$ cat src/rtl/approx_err_pkg.sv
// Shared types and width helpers for the approximate-adder error monitor.
// No ports. Provides:
//   state_t     - window FSM states
//   calc_cnt_w  - sample/error counter width for a window of n samples
//   calc_acc_w  - absolute-error accumulator width (cannot overflow over a window)
package approx_err_pkg;

   typedef enum logic [1:0] {
      ACCUM,
      DRAIN,
      REPORT
   } state_t;

   function automatic int calc_cnt_w(input int n);
      return $clog2(n) + 1;
   endfunction

   function automatic int calc_acc_w(input int w, input int n);
      return w + 1 + $clog2(n);
   endfunction

endpackage

$ cat src/rtl/approx_err_calc.sv
// Combinational error calculation for one operand pair of the approximate adder.
// Kept free of state so formal harnesses can reuse it directly.
// Ports:
//   a, b    in  W     operands
//   approx  in  W+1   approximate adder result
//   exact   out W+1   exact sum of zero-extended operands
//   e       out W+2   signed error approx - exact
//   abs_e   out W+1   |e|
module approx_err_calc #(
   parameter int W = 8
) (
   input  logic [W-1:0]        a,
   input  logic [W-1:0]        b,
   input  logic [W:0]          approx,
   output logic [W:0]          exact,
   output logic signed [W+1:0] e,
   output logic [W:0]          abs_e
);

   always_comb begin
      exact = {1'b0, a} + {1'b0, b};
      e     = $signed({1'b0, approx}) - $signed({1'b0, exact});
      // |e| never exceeds 2^(W+1)-1, so the top bit of the negation is always 0.
      abs_e = e[W+1] ? (W+1)'(-e) : e[W:0];
   end

endmodule

$ cat src/rtl/approx_add_err_monitor.sv
// Error-statistics monitor for an approximate W-bit adder under characterisation.
// Accepts operand pairs plus the approximate result, accumulates error count,
// absolute/signed error sums and the worst-case error over N_SAMPLES samples,
// then offers the results over a valid/ready handshake and starts a new window.
// Ports:
//   clk, rst              clock, asynchronous active-high reset
//   clear                 synchronous abort of the current window
//   in_valid/in_ready     sample handshake; in_a, in_b, in_approx carry the sample
//   res_valid/res_ready   result handshake
//   err_count             samples with a non-zero error
//   abs_err_sum           sum of |approx - exact|
//   signed_err_sum        two's-complement sum of (approx - exact)
//   max_err, max_a, max_b worst |error| and the operands of its first occurrence
//
// state  | meaning
// ACCUM  | accepting samples until N_SAMPLES have been taken
// DRAIN  | input closed, last sample still moving through S1/S2
// REPORT | results valid, waiting for res_ready (or clear)
module approx_add_err_monitor
   import approx_err_pkg::*;
#(
   parameter int W         = 8,
   parameter int N_SAMPLES = 65536,
   parameter int CNT_W     = calc_cnt_w(N_SAMPLES),
   parameter int ACC_W     = calc_acc_w(W, N_SAMPLES)
) (
   input  logic             clk,
   input  logic             rst,
   input  logic             clear,
   input  logic             in_valid,
   output logic             in_ready,
   input  logic [W-1:0]     in_a,
   input  logic [W-1:0]     in_b,
   input  logic [W:0]       in_approx,
   output logic             res_valid,
   input  logic             res_ready,
   output logic [CNT_W-1:0] err_count,
   output logic [ACC_W-1:0] abs_err_sum,
   output logic [ACC_W:0]   signed_err_sum,
   output logic [W:0]       max_err,
   output logic [W-1:0]     max_a,
   output logic [W-1:0]     max_b
);

   localparam logic [CNT_W-1:0] LP_LAST = CNT_W'(N_SAMPLES - 1);
   localparam int               LP_EXT  = ACC_W + 1 - (W + 2);

   state_t r_state, w_state_nxt;
   logic   r_rdy, w_rdy_nxt;
   logic   w_zero;
   logic   w_accept;

   logic [W:0]          w_exact;
   logic signed [W+1:0] w_e;
   logic [W:0]          w_abs;

   logic             r_v1;
   logic [W:0]       r_exact;
   logic [W:0]       r_approx;
   logic [W+1:0]     r_e;
   logic [W:0]       r_abs;
   logic [W-1:0]     r_a;
   logic [W-1:0]     r_b;

   logic [CNT_W-1:0] r_cnt;
   logic [CNT_W-1:0] r_err_cnt;
   logic [ACC_W-1:0] r_abs_sum;
   logic [ACC_W:0]   r_sgn_sum;
   logic [W:0]       r_max;
   logic [W-1:0]     r_max_a;
   logic [W-1:0]     r_max_b;

   approx_err_calc #(.W(W)) u_calc (
      .a      (in_a),
      .b      (in_b),
      .approx (in_approx),
      .exact  (w_exact),
      .e      (w_e),
      .abs_e  (w_abs)
   );

   // clear masks the ready so a sample offered in the clear cycle is refused.
   assign in_ready  = r_rdy & ~clear;
   assign w_accept  = in_valid & in_ready;
   assign res_valid = (r_state == REPORT);

   always_ff @(posedge clk or posedge rst) begin
      if (rst) begin
         r_state <= ACCUM;
         r_rdy   <= 1'b0;
      end else begin
         r_state <= w_state_nxt;
         r_rdy   <= w_rdy_nxt;
      end
   end

   always_comb begin
      w_state_nxt = r_state;
      w_rdy_nxt   = r_rdy;
      w_zero      = 1'b0;
      if (clear) begin
         w_state_nxt = ACCUM;
         w_rdy_nxt   = 1'b1;
         w_zero      = 1'b1;
      end else begin
         case (r_state)
            ACCUM: begin
               w_rdy_nxt = 1'b1;
               if (w_accept && (r_cnt == LP_LAST)) begin
                  w_state_nxt = DRAIN;
                  w_rdy_nxt   = 1'b0;
               end
            end
            DRAIN: begin
               w_rdy_nxt = 1'b0;
               // Once v1 is clear, S2 has already absorbed the final sample.
               if (!r_v1) w_state_nxt = REPORT;
            end
            REPORT: begin
               w_rdy_nxt = 1'b0;
               if (res_ready) begin
                  w_state_nxt = ACCUM;
                  w_rdy_nxt   = 1'b1;
                  w_zero      = 1'b1;
               end
            end
            default: begin
               w_state_nxt = ACCUM;
               w_rdy_nxt   = 1'b1;
               w_zero      = 1'b1;
            end
         endcase
      end
   end

   always_ff @(posedge clk or posedge rst) begin
      if (rst) begin
         r_v1      <= 1'b0;
         r_exact   <= '0;
         r_approx  <= '0;
         r_e       <= '0;
         r_abs     <= '0;
         r_a       <= '0;
         r_b       <= '0;
         r_cnt     <= '0;
         r_err_cnt <= '0;
         r_abs_sum <= '0;
         r_sgn_sum <= '0;
         r_max     <= '0;
         r_max_a   <= '0;
         r_max_b   <= '0;
      end else begin
         r_v1 <= w_accept & ~w_zero;
         if (w_accept) begin
            r_exact  <= w_exact;
            r_approx <= in_approx;
            r_e      <= w_e;
            r_abs    <= w_abs;
            r_a      <= in_a;
            r_b      <= in_b;
         end
         if (w_zero) begin
            r_cnt     <= '0;
            r_err_cnt <= '0;
            r_abs_sum <= '0;
            r_sgn_sum <= '0;
            r_max     <= '0;
            r_max_a   <= '0;
            r_max_b   <= '0;
         end else begin
            if (w_accept) r_cnt <= r_cnt + 1'b1;
            if (r_v1) begin
               r_abs_sum <= r_abs_sum + ACC_W'(r_abs);
               r_sgn_sum <= r_sgn_sum + {{LP_EXT{r_e[W+1]}}, r_e};
               r_err_cnt <= r_err_cnt + {{(CNT_W-1){1'b0}}, (r_approx != r_exact)};
               // Strictly greater: ties keep the earlier sample's operands.
               if (r_abs > r_max) begin
                  r_max   <= r_abs;
                  r_max_a <= r_a;
                  r_max_b <= r_b;
               end
            end
         end
      end
   end

   assign err_count      = r_err_cnt;
   assign abs_err_sum    = r_abs_sum;
   assign signed_err_sum = r_sgn_sum;
   assign max_err        = r_max;
   assign max_a          = r_max_a;
   assign max_b          = r_max_b;

endmodule

$ cat config.mk
export PLATFORM = sky130hd
export DESIGN_NAME = approx_add_err_monitor
export DESIGN_NICKNAME = d
export VERILOG_FILES = /design/src/rtl/approx_err_pkg.sv /design/src/rtl/approx_err_calc.sv /design/src/rtl/approx_add_err_monitor.sv
export SDC_FILE = /design/constraint.sdc
export NUM_CORES = 1
export LEC_CHECK = 0
export ABC_AREA = 1
export CORE_ASPECT_RATIO = 2
export CORE_UTILIZATION = 62
export DETAILED_ROUTE_END_ITERATION = 12
export HOLD_SLACK_MARGIN = 0.03
export PLACE_DENSITY = 0.88
export SKIP_CTS_REPAIR_TIMING = 1
export SLEW_MARGIN = 15
export SYNTH_ARGS = -nofsm -noshare
export SYNTH_HDL_FRONTEND = slang
export SYNTH_HIERARCHICAL = 1
export SYNTH_SLANG_ARGS = --single-unit
$ cat constraint.sdc
create_clock -name clk -period 14.2 [get_ports clk]
set_clock_uncertainty 0.05 [all_clocks]
set_input_delay 2.84 -clock clk [delete_from_list [all_inputs] [get_ports clk]]
set_output_delay 2.84 -clock clk [all_outputs]
set_load 0.03 [all_outputs]
==> results.cfg, run 1 <==
[outcome]
run_status = completed

[final_layout]
nNetsFinal = 1778
drive_above_1_share_pct = 4.903
nFillCells = 1376
antenna_cells = 0
area_delta_synth_final_pct = 17.86
final_core_util_pct = 74.80
design_area_sq_um = 12980

[synthesis]
netlist.area_leader.share_pct = 37.94
synth-edff-count = 0
synth_top_family_by_area = simple AND/OR/NAND/NOR gates
ys.flop_type = dfrtp_1
synth_fp_nets = 1668
synth.most_common_cell = nand2_1
synthSimpleGateAreaFrac_pct = 36.01
ys_seq_area_share_pct = 37.94
ys_ff_latch = 167
ys_warn_count = 6
synth.mux.area_fraction_pct = 0
syn_area_sq_um = 11020
synth_commonest_cells = nand2_1, inv_1, dfrtp_1
synth-xor-area-share_pct = 1.829
synth_cells = 1571
async_flop_share_pct = 100.0
yosysTopAreaCell = dfrtp_1
yosys.area_share.adder_pct = 7.883
synth.top_cells.by_area = dfrtp_1, nand2_1, ha_1, inv_1, nand3_1
synth.distinct_cells = 48
syn_avg_cell_area_sq_um = 7.012
synth_compound_area_share_pct = 7.474

[detailed_routing]
drc_errors = 0
drtAntennaViolNets = 0
vias = 10790
viasPerCell = 5.669
wl_met1_microns = 10770
top_layer = met4
wl_met2_microns = 16320
routedWlPerCell_microns = 16.12
drtIter0Drc = 579
firstDrtPassIters = 5
route.met3.wl_microns = 1476
wl_microns = 30670

[power_and_ir_drop]
powerDensity_nw_per_um2 = 158.5
switching_share_pct = 43.66
p_int_mw = 1.159
p_clk_share_pct = 23.4
p_comb_share_pct = 43.3
power.leakage_nw = 6.776
max-vdd-ir-drop_uv = 117.3
power_frac_seq_pct = 33.3
power_switching_mw = 0.8982

[floorplanning]
floorplan.initialDensity_pct = 63.47
num_io_pins = 125
coreArea_sq_um = 17360
die_height_microns = 190.5
dieArea_sq_um = 18340
die_x_microns = 96.25
rows = 68

[critical_path]
cp_num_buf_inv = 2
path_cells = clkdlybuf4s50_1 > nor2_4 > clkdlybuf4s50_1
crit_arrival_ns = 4.28
cp_top_family = buffers and inverters
cp-start-kind = primary input
critPathKind = primary input to primary output
required_ns = 11.31
cpMaxStageDelayCell = clkdlybuf4s50_1
crit_path_end_kind = primary output
max_stage_delay_ns = 0.68
crit_path_frequent_cell = clkdlybuf4s50_1
worstPathMaxFanout = 4

[clocking]
numCtsBuffers = 17
path_clk_slew_ns = 0.07
cts_tree = built
cts.sinks = 167
cts_htree_levels = 4
cts.path.max_buffers = 2
clock_latency_ns = 0.44
cts_root_buffer = clkbuf_16

[placement]
dp.final_hpwl_microns = 22030
portBuffers = 124
place_area_sq_um = 12360
gp_congestion = 0.9203

[run]
cap_viol_max_count = 0

[grt]
overflow = 0
grt_usage_pct = 35.20
antenna_found_initial = 0
grt_start_max_net_pins = 94
grt_pass1_vias = 10800
grt_pass1_wl_microns = 49550

[sta]
hold_ws_ns = 0.4384
period_share_pct = 50.48
period_minus_slack_ns = 7.168
relSlewSlack_pct = 37.75
rsz0062_at_grt = false
hold_viol = 0
worst_pin_slew_ns = 0.9338
fin_setup_tns_ns = 0
finalSetupViolCount = 0
final_max_slew_viol_count = 0
fmax_mhz = 139.5

[hold_path]
hp-class = register to register
==> path summary, 6_finish.rpt <==
path	slack (ns)	depth (start not counted)	to	startpoint
max in group asynchronous	9.98	4	r_abs[0]	rst
worst max register to register	11.25	10	max_err[5]	r_state[0]
min in group asynchronous	2.86	2	signed_err_sum[13]	rst
worst min register to register	0.44	2	r_a[2]	r_a[2]
worst min-delay path	0.44	2	r_a[2]	r_a[2]
worst max-delay path	7.03	3	in_ready	clear
==> state kept, by name, summed over array words and instances, names as in the netlist, 9 cells and up <==
signal,cells
abs_err_sum,25
r_exact,9
signed_err_sum,26
r_approx,9
err_count,17
r_cnt,17
max_err,9
r_e,10
r_abs,9
==> worst min-delay path, cell delays in order (launching register included) <==
cell and delay (ns):
dfrtp_1 0.34, nand2_1 0.06, nand2_1 0.05
==> power groups by stage <==
stage / registers (mW) / clock network, mW / logic [mW]
floorplan: 0.733 / 0 / 0.571
global placement: 0.684 / 0 / 0.847
detailed placement: 0.689 / 0 / 0.870
CTS: 0.682 / 0.484 / 0.881
global route: 0.696 / 0.504 / 0.987
finish: 0.685 / 0.482 / 0.890
==> per-stage QoR <==
| step | setup WS (ns) | cells | power (mW) |
|---|---|---|---|
| final | 7.032 | 1903 | 2.057 |
| after global placement | 7.075 | 1871 | 1.531 |
| after global routing | 6.989 | 1903 | 2.186 |
| after detailed placement | 7.045 | 1871 | 1.558 |
| after floorplan | 6.792 | 1571 | 1.305 |
| after CTS | 7.030 | 1902 | 2.047 |
==> placed cells by master (no fill, tap or decap), types with 6 or more instances in the layout <==
cell type / count
nand3_1: 121
xor2_1: 14
o21ai_1: 9
inv_2: 8
o21ai_0: 47
clkdlybuf4s50_1: 124
a21oi_1: 79
clkbuf_16: 17
nor3_1: 19
nand2_4: 6
inv_1: 194
dfrtp_1: 167
xnor2_1: 9
nand2_2: 7
nand3b_1: 10
nor2_1: 107
ha_1: 63
nand4_1: 44
nand2_1: 573
==> cell type report <==
type | instances | area, sq um | share of cell area, %
clock buffers | 18 | 429.2 | 3.306
inverters | 207 | 790.8 | 6.091
multi-input cells | 1160 | 5859 | 45.13
clock inverters | 13 | 170.2 | 1.311
flip-flops and latches | 167 | 4179 | 32.19
well taps | 210 | 262.8 | 2.024
repair buffers | 128 | 1291 | 9.946
==> metal layers <==
layer,track usage [%],up-vias
li1,-,5234
met1,35.21,4982
met2,62.93,429
met3,6.699,144
met4,24.68,0
met5,0,-
==> kinds of logic after synthesis <==
logic type / after synthesis
simple gates: 916
buf+inv: 244
flops: 167
compound gates: 154
fa+ha+maj: 67
xor+xnor: 23
Power figures use the tool's default switching activity.
==> inputs of run 2 (changes only) <==
--- a/config.mk
+++ b/config.mk
@@ -7,10 +7,10 @@
 export LEC_CHECK = 0
 export ABC_AREA = 1
 export CORE_ASPECT_RATIO = 2
-export CORE_UTILIZATION = 62
+export CORE_UTILIZATION = 52
 export DETAILED_ROUTE_END_ITERATION = 12
 export HOLD_SLACK_MARGIN = 0.03
-export PLACE_DENSITY = 0.88
+export PLACE_DENSITY = 0.79
 export SKIP_CTS_REPAIR_TIMING = 1
 export SLEW_MARGIN = 15
 export SYNTH_ARGS = -nofsm -noshare
==> constraint.sdc (replaced) <==
create_clock -name clk -period 6 [get_ports clk]
set_clock_uncertainty 0.05 [all_clocks]
set_input_delay 1.2 -clock clk [delete_from_list [all_inputs] [get_ports clk]]
set_output_delay 1.2 -clock clk [all_outputs]
set_load 0.03 [all_outputs]
==> results.cfg, run 2 (same netlist as run 1, synthesis figures left out) <==
[final_layout]
drive_above_1_share_pct = 4.900
layout_common_cells = nand2_1, inv_1, dfrtp_1, clkdlybuf4s50_1, nand3_1
antenna_cells = 0
nFillCells = 1888
area_delta_synth_final_pct = 18.14
largest_reg_flops = 26
nNetsFinal = 1778
final_common_cell = nand2_1

[placement]
portBuffers = 124
dp.final_hpwl_microns = 22650
gp_congestion = 0.9799

[floorplanning]
floorplan.initialDensity_pct = 52.88
num_io_pins = 125
dieArea_sq_um = 21800
coreArea_sq_um = 20830
rows = 75
die_height_microns = 207.8
die_x_microns = 104.9

[critical_path]
r2r_start = r_state[1]
worstPathMaxFanout = 10
crit-reg2reg-capture = abs_err_sum[6]
rr_worst_depth = 11
crit_path_end_kind = register
rrSetupSlack_ns = 3.12
critPathKind = primary input to register
crit_arrival_ns = 4.35
required_ns = 6.27
cp-start-kind = primary input

[sta]
final_max_slew_viol_count = 0
rsz0062_at_grt = false
fmax_mhz = 245.0
hold_viol = 0
hold_ws_ns = 0.4334
fin_setup_tns_ns = 0
period_share_pct = 68.03
finalSetupViolCount = 0
worst_pin_slew_ns = 0.9401
period_minus_slack_ns = 4.082
relSlewSlack_pct = 37.32

[power_and_ir_drop]
powerDensity_nw_per_um2 = 370.6
power.leakage_nw = 6.750
max-vdd-ir-drop_uv = 312.3

[hold_path]
min_from = r_b[0]
holdPathEnd = r_b[0]
min_path_cells = 2
hp-class = register to register

[clocking]
numCtsBuffers = 17
cts_root_buffer = clkbuf_16
cts_tree = built
cts.path.max_buffers = 2
clock_latency_ns = 0.44
cts_htree_levels = 4
path_clk_slew_ns = 0.07
cts.sinks = 167

[detailed_routing]
drc_errors = 0
wl_microns = 30500
drtAntennaViolNets = 0
firstDrtPassIters = 5
vias = 10700
routedWlPerCell_microns = 15.54
viasPerCell = 5.450
drtIter0Drc = 591

[grt]
grt_pass1_vias = 10480
grt_start_max_net_pins = 100
grt_usage_pct = 29.36
antenna_found_initial = 0
overflow = 0
grt_pass1_wl_microns = 50260

[outcome]
run_status = completed

[run]
cap_viol_max_count = 0
==> run 2: cell count changes in the layout (fill, tap and decap cells not counted) <==
cell | before | now
buf_16 | 1 | 0
buf_4 | 3 | 4
bufinv_16 | 3 | 2
clkbuf_1 | 1 | 2
clkinv_4 | 2 | 1
clkinvlp_4 | 2 | 4
inv_6 | 5 | 6
inv_8 | 1 | 0
==> run 2: worst max path at each step <==
stage                       start              to  cells past startpoint
after floorplan               rst  abs_err_sum[0]                      1
after global placement    in_a[0]        r_abs[8]                     23
after detailed placement  in_b[0]        r_abs[8]                     23
after CTS                 in_b[0]        r_abs[8]                     23
after global routing      in_b[0]        r_abs[8]                     23
final                     in_b[0]        r_abs[8]                     23
==> run 2: worst max-delay path, cell delays in order <==
cell and delay [ns]:
clkdlybuf4s50_1 0.50, ha_1 0.19, inv_1 0.06, fa_1 0.42, xnor2_1 0.19, inv_1 0.06, ha_1 0.33, a21oi_1 0.21
nand2_1 0.09, nand2_1 0.06, nand2_1 0.04, a21oi_1 0.21, nor2_1 0.08, nand2_1 0.09, nand2_2 0.06, nand2_2 0.07
nand2_4 0.08, inv_4 0.12, nand2_1 0.06, nand2_1 0.05, nand2_1 0.05, nand2_1 0.06, nand2_1 0.07
==> run 2: layout make-up <==
class | count | area (sq um) | share of cell area (%)
Inverter | 207 | 790.8 | 6.076
Timing Repair Buffer | 128 | 1271 | 9.768
Multi-Input combinational cell | 1160 | 5859 | 45.02
Clock buffer | 19 | 432.9 | 3.327
Sequential cell | 167 | 4179 | 32.11
Clock inverter | 13 | 143.9 | 1.106
Tap cell | 269 | 336.6 | 2.586
==> run 2: power by group <==
group,total (mW),switching (mW),internal (mW)
Clock,1.11,0.489,0.617
Sequential,1.62,0.247,1.37
Combinational,2.10,1.39,0.706
Total,4.82,2.13,2.69
==> run 2: routing by layer <==
layer / vias up / wire (microns) / share of wire, % / global-route usage [%]
met5: - / 0 / 0 / 0
met2: 337 / 16450 / 54 / 54.10
met3: 105 / 1131 / 3.7 / 4.333
li1: 5241 / - / - / -
met1: 5016 / 11110 / 36 / 30.18
met4: 0 / 1813 / 5.9 / 19.72
==> run 2: stage by stage <==
| stage | utilization [%] | area [sq um] | cells | worst slack, ns | total power [mW] |
|---|---|---|---|---|---|
| after floorplan | - | 11020 | 1571 | 0.2316 | 3.088 |
| after global placement | 59.70 | 12440 | 1931 | 1.597 | 3.653 |
| after detailed placement | 59.70 | 12440 | 1931 | 1.478 | 3.708 |
| after CTS | 62.47 | 13010 | 1963 | 1.952 | 4.828 |
| after global routing | 62.47 | 13010 | 1963 | 1.691 | 5.134 |
| final | 62.47 | 13010 | 1963 | 1.918 | 4.823 |
==> inputs of run 3 (changes only) <==
--- a/config.mk
+++ b/config.mk
@@ -7,10 +7,10 @@
 export LEC_CHECK = 0
 export ABC_AREA = 1
 export CORE_ASPECT_RATIO = 2
-export CORE_UTILIZATION = 52
+export CORE_UTILIZATION = 58
 export DETAILED_ROUTE_END_ITERATION = 12
 export HOLD_SLACK_MARGIN = 0.03
-export PLACE_DENSITY = 0.79
+export PLACE_DENSITY = 0.83
 export SKIP_CTS_REPAIR_TIMING = 1
 export SLEW_MARGIN = 15
 export SYNTH_ARGS = -nofsm -noshare
==> constraint.sdc (replaced) <==
create_clock -name clk -period 4.1 [get_ports clk]
set_clock_uncertainty 0.05 [all_clocks]
set_input_delay 0.82 -clock clk [delete_from_list [all_inputs] [get_ports clk]]
set_output_delay 0.82 -clock clk [all_outputs]
set_load 0.03 [all_outputs]
==> results.cfg, run 3 (same netlist as run 1, synthesis figures left out) <==
[outcome]
run_status = completed

[grt]
grt_pass1_wl_microns = 49910
antenna_found_initial = 0
overflow = 0
grt_start_max_net_pins = 168
grt_pass1_vias = 10650
grt_usage_pct = 32.83

[clocking]
clock_latency_ns = 0.43
cts_root_buffer = clkbuf_16
cts_tree = built
cts_htree_levels = 4
numCtsBuffers = 17
path_clk_slew_ns = 0.07
cts.path.max_buffers = 2
cts.sinks = 167

[critical_path]
cp-start-kind = primary input
path_cells = clkdlybuf4s50_1 > ha_1 > inv_1 > fa_1 > xnor2_1 > inv_1 > ha_1 > a21oi_1 > nand2_1 > nand2_1 > nand2_1 > a21oi_1 > nor2_1 > nand2_1 > nand2_2 > nand2_2 > nand2_4 > inv_4 > nand2_1 > nand2_1 > nand2_1 > nand2_1 > nand2_1
critPathKind = primary input to register
max_stage_delay_ns = 0.49
cp_top_family = adder cells
crit_arrival_ns = 3.99
cpMaxStageDelayCell = clkdlybuf4s50_1
cp_num_buf_inv = 4
crit_path_end_kind = register
worstPathMaxFanout = 10
required_ns = 4.37
crit_path_frequent_cell = nand2_1

[final_layout]
finalNonFillerCells = 1950
drive_above_1_share_pct = 5.074
final_common_cell = nand2_1
area_delta_synth_final_pct = 18.67
layout_common_cells = nand2_1, inv_1, dfrtp_1, clkdlybuf4s50_1, nand3_1
antenna_cells = 0
final_core_util_pct = 69.74
nFillCells = 1610
nNetsFinal = 1780
largest_reg_flops = 26
design_area_sq_um = 13070

[sta]
fmax_mhz = 268.4
finalSetupViolCount = 0
relSlewSlack_pct = 38.98
hold_viol = 0
period_minus_slack_ns = 3.726
worst_slack_ns = 0.3740
period_share_pct = 90.88
final_max_slew_viol_count = 0
hold_ws_ns = 0.4356
rsz0062_at_grt = false
worst_pin_slew_ns = 0.9152

[floorplanning]
coreArea_sq_um = 18740
die_x_microns = 99.45
dieArea_sq_um = 19580
die_height_microns = 196.9
rows = 71
floorplan.initialDensity_pct = 58.77
num_io_pins = 125

[power_and_ir_drop]
power.leakage_nw = 6.791
powerDensity_nw_per_um2 = 548.1
max-vdd-ir-drop_uv = 421.0

[detailed_routing]
viasPerCell = 5.467
drtAntennaViolNets = 0
firstDrtPassIters = 5
drtIter0Drc = 607
routedWlPerCell_microns = 15.78
wl_microns = 30780
drc_errors = 0
vias = 10660

[placement]
gp_congestion = 0.9597
placed_cells = 1919
place_ws_ns = -0.05715
place_area_sq_um = 12450
portBuffers = 124
dp.final_hpwl_microns = 23210

[hold_path]
hp-class = register to register

[run]
cap_viol_max_count = 0
run 3: changes by cell type in the layout (fill, tap and decap cells not counted):
cell        previous run  this run
buf_4                  4         5
clkinv_2               3         1
clkbuf_1               2         0
inv_6                  6         5
clkbuf_8               0         3
bufinv_16              2         3
inv_8                  0         1
clkinvlp_4             4         3
buf_12                 0         1
run 3: worst min-delay path, delay by kind of cell, from the launching register on:
family	cells	cell delay, ns
flops	1	0.35
simple gates	2	0.11
run 3: area by class of cell:
cell class / count / area [sq um] / share of cell area [%]
clock buffer: 20 / 466.7 / 3.570
sequential: 167 / 4179 / 31.97
multi-input combinational: 1160 / 5859 / 44.82
tap: 255 / 319.1 / 2.441
inverter: 207 / 789.5 / 6.039
clock inverter: 11 / 160.2 / 1.225
timing repair buffer: 130 / 1299 / 9.935
run 3: path summary, 6_finish.rpt:
check	start	to	slack, ns	cells after the start
setup reg to reg	r_approx[1]	err_count[10]	1.35	13
hold / removal	r_a[7]	r_a[7]	0.44	2
hold reg to reg	r_a[7]	r_a[7]	0.44	2
max in group asynchronous	rst	signed_err_sum[8]	2.38	3
setup / recovery	in_a[0]	r_abs[7]	0.37	23
min in group asynchronous	rst	r_cnt[14]	0.92	3
run 3: per-layer routing:
layer  routed length (microns)  GRT usage (%)  vias to the layer above
li1                          -              -                     5246
met1                     10890          31.72                     4968
met2                     16740          62.04                      327
met3                      1254          5.887                      120
met4                      1900          21.73                        0
met5                         0              0                        -
run 3: stage by stage:
stage	total power [mW]	TNS, ns
floorplan	4.519	0
global placement	5.359	0
detailed placement	5.437	-0.1674
CTS	7.183	0
global route	7.630	0
finish	7.165	0
run 3: power breakdown:
group          total, mW  switching [mW]  internal, mW
Sequential          2.37           0.360          2.01
Combinational       3.07            2.03          1.04
Clock               1.73           0.707          1.02
Total               7.17            3.10          4.07
